$ cat config.mk
export PLATFORM = sky130hd
export DESIGN_NAME = hack_ram_arbiter
export DESIGN_NICKNAME = d
export VERILOG_FILES = /design/src/rtl/hack_ram_arbiter.sv
export SDC_FILE = /design/constraint.sdc
export NUM_CORES = 1
export LEC_CHECK = 0
export CAP_MARGIN = 20
export CORE_ASPECT_RATIO = 0.6
export CORE_UTILIZATION = 28
export CTS_BUF_LIST = sky130_fd_sc_hd__clkbuf_16
export CTS_CLUSTER_DIAMETER = 60
export DETAILED_ROUTE_END_ITERATION = 10
export PLACE_DENSITY = 0.86
export SYNTH_ARGS = -nofsm -noshare
export SYNTH_HDL_FRONTEND = slang
export SYNTH_SLANG_ARGS = --single-unit
$ cat constraint.sdc
create_clock -name clk -period 2.3 [get_ports clk]
set_input_delay 0.575 -clock clk [delete_from_list [all_inputs] [get_ports clk]]
set_output_delay 0.575 -clock clk [all_outputs]
set_load 0.05 [all_outputs]
$ cat src/rtl/hack_ram_arbiter.sv
// hack_ram_arbiter: shares the Hack data RAM between the CPU (priority) and a DMA/debug port with starvation-forced DMA slots.
// Optional HACK_ARB_STATS_EN adds saturating grant/stall counters.
module hack_ram_arbiter #(
  parameter int AW = 15,
  parameter int DW = 16,
  parameter int STARVE_MAX = 8
) (
  input  logic          clk,
  input  logic          reset,
  input  logic          cpu_en,
  input  logic          cpu_wr,
  input  logic [AW-1:0] cpu_addr,
  input  logic [DW-1:0] cpu_din,
  output logic [DW-1:0] cpu_dout,
  output logic          cpu_stall,
  input  logic          dma_req,
  input  logic          dma_wr,
  input  logic [AW-1:0] dma_addr,
  input  logic [DW-1:0] dma_din,
  output logic          dma_gnt,
  output logic          dma_rvalid,
  output logic [DW-1:0] dma_rdata,
  output logic [AW-1:0] ram_addr,
  output logic          ram_wr,
  output logic [DW-1:0] ram_din,
  input  logic [DW-1:0] ram_dout,
  output logic [15:0]   stat_dma_gnt,
  output logic [15:0]   stat_cpu_stall
);
  typedef enum logic [1:0] {OWN_CPU, OWN_DMA_RD, OWN_DMA_WR} owner_t;
  localparam logic [7:0] SMAX = 8'(STARVE_MAX);
  logic [7:0]    r_starve_cnt;
  owner_t        r_owner_q;
  logic [DW-1:0] r_cpu_hold;
  logic          w_dma_gnt;
  assign w_dma_gnt  = dma_req & ~reset & (~cpu_en | (r_starve_cnt == SMAX));
  assign dma_gnt    = w_dma_gnt;
  assign cpu_stall  = w_dma_gnt & cpu_en;
  assign ram_addr   = w_dma_gnt ? dma_addr : cpu_addr;
  assign ram_din    = w_dma_gnt ? dma_din : cpu_din;
  assign ram_wr     = ~reset & (w_dma_gnt ? dma_wr : cpu_en & cpu_wr);
  // A stalled CPU keeps seeing the last data it owned, not the DMA read.
  assign cpu_dout   = (r_owner_q == OWN_CPU) ? ram_dout : r_cpu_hold;
  assign dma_rvalid = ~reset & (r_owner_q == OWN_DMA_RD);
  assign dma_rdata  = ram_dout;
  always_ff @(posedge clk) begin
    if (reset) begin
      r_starve_cnt <= '0;
      r_owner_q    <= OWN_CPU;
      r_cpu_hold   <= '0;
    end else begin
      r_starve_cnt <= (w_dma_gnt | ~dma_req) ? '0 : (r_starve_cnt == SMAX) ? r_starve_cnt : r_starve_cnt + 8'd1;
      r_owner_q    <= !w_dma_gnt ? OWN_CPU : dma_wr ? OWN_DMA_WR : OWN_DMA_RD;
      if (r_owner_q == OWN_CPU) r_cpu_hold <= ram_dout;
    end
  end
`ifdef HACK_ARB_STATS_EN
  logic [15:0] r_stat_gnt;
  logic [15:0] r_stat_stall;
  always_ff @(posedge clk) begin
    if (reset) begin
      r_stat_gnt   <= '0;
      r_stat_stall <= '0;
    end else begin
      r_stat_gnt   <= r_stat_gnt + {15'd0, w_dma_gnt & ~&r_stat_gnt};
      r_stat_stall <= r_stat_stall + {15'd0, w_dma_gnt & cpu_en & ~&r_stat_stall};
    end
  end
  assign stat_dma_gnt   = r_stat_gnt;
  assign stat_cpu_stall = r_stat_stall;
`else
  assign stat_dma_gnt   = '0;
  assign stat_cpu_stall = '0;
`endif
endmodule

# == Yosys cells after proc, flatten, opt, wreduce, memory -nomap -nowiden ==
# Index checks and enable logic that the tools add are counted.
# word_totals
ramBits,0
out_inout_bits,99
latch_bits,0
n_memories,0
ff_bits,26
romBits,0
word_cells,26
# classes
n_lt_le_gt_ge,0
bitwise_logic,12
mul,0
eq_ne,2
n_div,0
shifts,0
n_mux,5
n_addsub,1
reduce_logical,3
# ops
cell,count
two-way mux 16 bit,2
two-way mux 15 bit,1
adder 8 x 1 -> 8 bit (second input constant),1
equality test 8 x 4 -> 1 bit (second input constant),1
AND 1 bit,6
NOT 1 bit,4
OR reduction 2 bit,2
equality test 2 x 1 -> 1 bit (second input constant),1
zero test 2 bit,1
two-way mux 2 bit,1
OR 1 bit,2
two-way mux 1 bit,1

# == Depth between registers and ports, before layout ==
# depth
depth_word,5
depth_mapped,7

# == Least setup slack after synthesis ==
# No wires, ideal clock.
# synth_timing
path_type,reg-to-output
start,register r_starve_cnt[0]
end,output ram_wr
t_arrival_ns,2.302
stages_incl_launch_ff,8
setup_slack_ns,-0.577
path_buffers,1
t_required_ns,1.725
cell_sequence,dfxtp_1 inv_1 ha_1 nor4b_2 and3_2 o21ai_4 buf_6 o21ai_0
# synth_via
elab_chain_len,5
# synth_lines
element,line_no,rtl
from (decl),32,logic [7:0] r_starve_cnt;
from (signal assigned),52,r_starve_cnt <= (w_dma_gnt | ~dma_req) ? '0 : (r_starve_cnt == SMAX) ? r_starve_cnt : r_starve_cnt + 8'd1;
equality test 8 x 4 -> 1 bit,36,assign w_dma_gnt = dma_req & ~reset & (~cpu_en | (r_starve_cnt == SMAX));
OR 1 bit,36,
AND 1 bit,36,
two-way mux 1 bit,41,assign ram_wr = ~reset & (w_dma_gnt ? dma_wr : cpu_en & cpu_wr);
AND 1 bit,41,
to (decl),24,"output logic ram_wr,"
# No other way between the ends.

# == Final worst setup path ==
# layout_timing
start,register r_starve_cnt[1]
end,output ram_din[3]
# layout_via
elab_chain_len,4
# layout_lines
element,line_no,rtl
equality test 8 x 4 -> 1 bit,36,
OR 1 bit,36,
AND 1 bit,36,
two-way mux 16 bit,40,assign ram_din = w_dma_gnt ? dma_din : cpu_din;
to (decl),25,"output logic [DW-1:0] ram_din,"
# No other way between the ends.

==> flow_metrics.tcl <==
set metrics [dict create \
    wl_met2_um 3130 \
    synth_top_cell_area_share_pct 27.1 \
    finish.instance_area_sq_um 4100 \
    synth.avg_cell_area_sq_um 10.3 \
    place_ws_ps -495 \
    port_buffers 150 \
    gr-usage-all-layers_pct 14.7 \
    criticalPathCategory "flip-flop to output pin" \
    dpl_cell_area_sq_um 3840 \
    nets 427 \
    cts_sinks 26 \
    initial_core_util_pct 30.2 \
    ios 183 \
    wl_met1_um 2210 \
    synth_common_cells "48 x buf_4, 26 x dfxtp_1, 26 x mux2_4" \
    path_clk_slew_ps 60 \
    hold_viol_final 0 \
    hp-class "flip-flop to flip-flop" \
    timing.max_cap.violations 0 \
    fill_cells 473 \
    finClkSkew_ps 1.79 \
    antennaDiodeCount 0 \
    drtPass1Iterations 5 \
    yosys_warnings 0 \
    critPathCaptureType "output pin" \
    ir_drop_v 0.000281 \
    status "complete, but fails checks" \
    seqCellArea_sq_um 523 \
    async_reset_ff_share_pct 0 \
    syn_area_sq_um 1920 \
    pwr_density_cell_nw_per_um2 460 \
    htree_levels 1 \
    dieWidth_um 109 \
    routabilityCongestion 0.783 \
    grt_overflow 0 \
    worstPathArrival_ps 2070 \
    post_drt_via_cell_ratio 4.12 \
    clk_latency_ps 260 \
    synth_top_area_cell "dfxtp_1" \
    wire_per_inst_um 13.5 \
    synth_most_common_cell "buf_4" \
    clk_path_buf_depth 2 \
    cts_buffers 3 \
    ant_nets 0 \
    critPathLaunchType "flip-flop" \
    synth_edf_count 0 \
    cts_tree "built" \
    wl_met3_um 344 \
    failed_checks "negative setup slack" \
    grt_pass1_wl_um 8120 \
    path_max_fanout 7 \
    ys.flop_type "dfxtp_1" \
    top_layer "met4" \
    multi_input_area_sq_um 1160 \
    first_global_vias 1694 \
    clockRootBuffer "clkbuf_16" \
    die-area_sq_um 7210 \
    syn_inst 186 \
    fin_crit_sh_pct 115 \
    core_area_sq_um 6360 \
    required_ps 1730 \
    drt_iter0_drc 36 \
    drc_errors 0 \
    setup_viol 33 \
    rsz0062_at_grt "true" \
    row_count 22 \
    fmax_ghz 0.379 \
    syn2layout_area_growth_pct 113 \
    worst_slack_ps -340 \
    synth_area_leaders "dfxtp_1 27%, mux2_4 20%, buf_4 19%" \
    p_leak_nw 1.91 \
    ys_seq_elements 26 \
    dr_total_vias 1748 \
    die_h_um 66.2 \
    whs_ps 546 \
    fin_crit_ps 2640 \
    routed_wl_um 5720 \
    final_max_slew_viol_count 0 \
    synth_cell_types 25 \
    antenna_found_initial 0 \
    grt_max_degree 19 \
    seq_area_frac_synth_pct 27.1 \
    hpwl_um 4900 \
    drive_gt1_share_pct 44.7 \
]
layer usage:
metal	vias to the layer above	global-route usage, %
met4	0	3.04
met2	87	28.0
met1	808	17.2
met5	-	0
li1	849	-
met3	4	2.27
power by group:
group | internal, mW | switching [mW] | leakage (nW)
sequential | 0.471 | 0.00553 | 0.215
clock | 0.233 | 0.150 | 0.0385
combinational | 0.478 | 0.549 | 1.65
total | 1.18 | 0.704 | 1.91
metrics by stage:
step | power (mW) | util [%] | TNS [ps] | std cells
2_1_floorplan | 1.08 | - | -336 | 217
3_5_place_dp | 1.49 | 60.4 | -14000 | 411
3_3_place_gp | 1.48 | 60.4 | -13710 | 411
4_1_cts | 1.89 | 63.4 | -10550 | 420
6_report | 1.89 | 64.5 | -10020 | 424
5_1_grt | 1.95 | 64.5 | -12320 | 424
critical path: stages, from the launching register on:
cell and delay [ps]:
dfxtp_2 320, inv_2 70, ha_4 120, nor4b_4 210
and3_4 240, o21ai_4 80, buf_4 150, buf_12 130
mux2_4 320, buf_12 150
state kept, by name, summed over array words and instances (netlist names):
| signal | flops |
|---|---|
| r_owner_q | 2 |
| r_starve_cnt | 8 |
| r_cpu_hold | 16 |
path summary, 6_finish.rpt:
path	start	to	slack [ps]	depth (start not counted)
worst max-delay path	r_starve_cnt[1]	ram_din[3]	-340	9
worst min-delay path	r_starve_cnt[0]	r_starve_cnt[0]	550	2
worst max register to register	r_starve_cnt[1]	r_owner_q[0]	590	10
worst min register to register	r_starve_cnt[0]	r_starve_cnt[0]	550	2
area by class of cell:
cell class              instances  share of cell area, %
clock buffers                   3                   1.83
inverters                       5                  0.518
well taps                      84                   2.56
repair buffers                172                   53.9
clock inverters                 1                 0.0915
flip-flops and latches         26                   12.7
multi-input cells             133                   28.4
kinds of logic after synthesis:
logic type      count (synthesis)  share of synthesized area, %
fa+ha+maj                       2                          1.30
compound gates                  4                          1.89
xor+xnor                        6                          2.73
buf+inv                        58                          21.9
simple gates                   42                          12.3
mux                            47                          32.6
other cells                     1                         0.195
flops                          26                          27.1
cells in the final DEF, fill, tap and decap left out, drive strengths merged, types with 5 or more instances in the layout:
| cell | count |
|---|---|
| buf | 88 |
| and3 | 5 |
| nor2 | 11 |
| xor2 | 5 |
| clkdlybuf4s50 | 80 |
| nand3 | 5 |
| nor2b | 16 |
| dfxtp | 26 |
| conb | 32 |
| mux2 | 47 |
| inv | 5 |
repair_timing:
action                     4_1_cts  5_1_grt
pin swaps                        4        2
hold endpoints to repair         0        0
setup endpoints to repair       34       34
gates cloned                     1        1
hold buffers                     0        0
buffers inserted                 4        4
gates resized for setup         19        9
(Power assumes the default switching activity.)
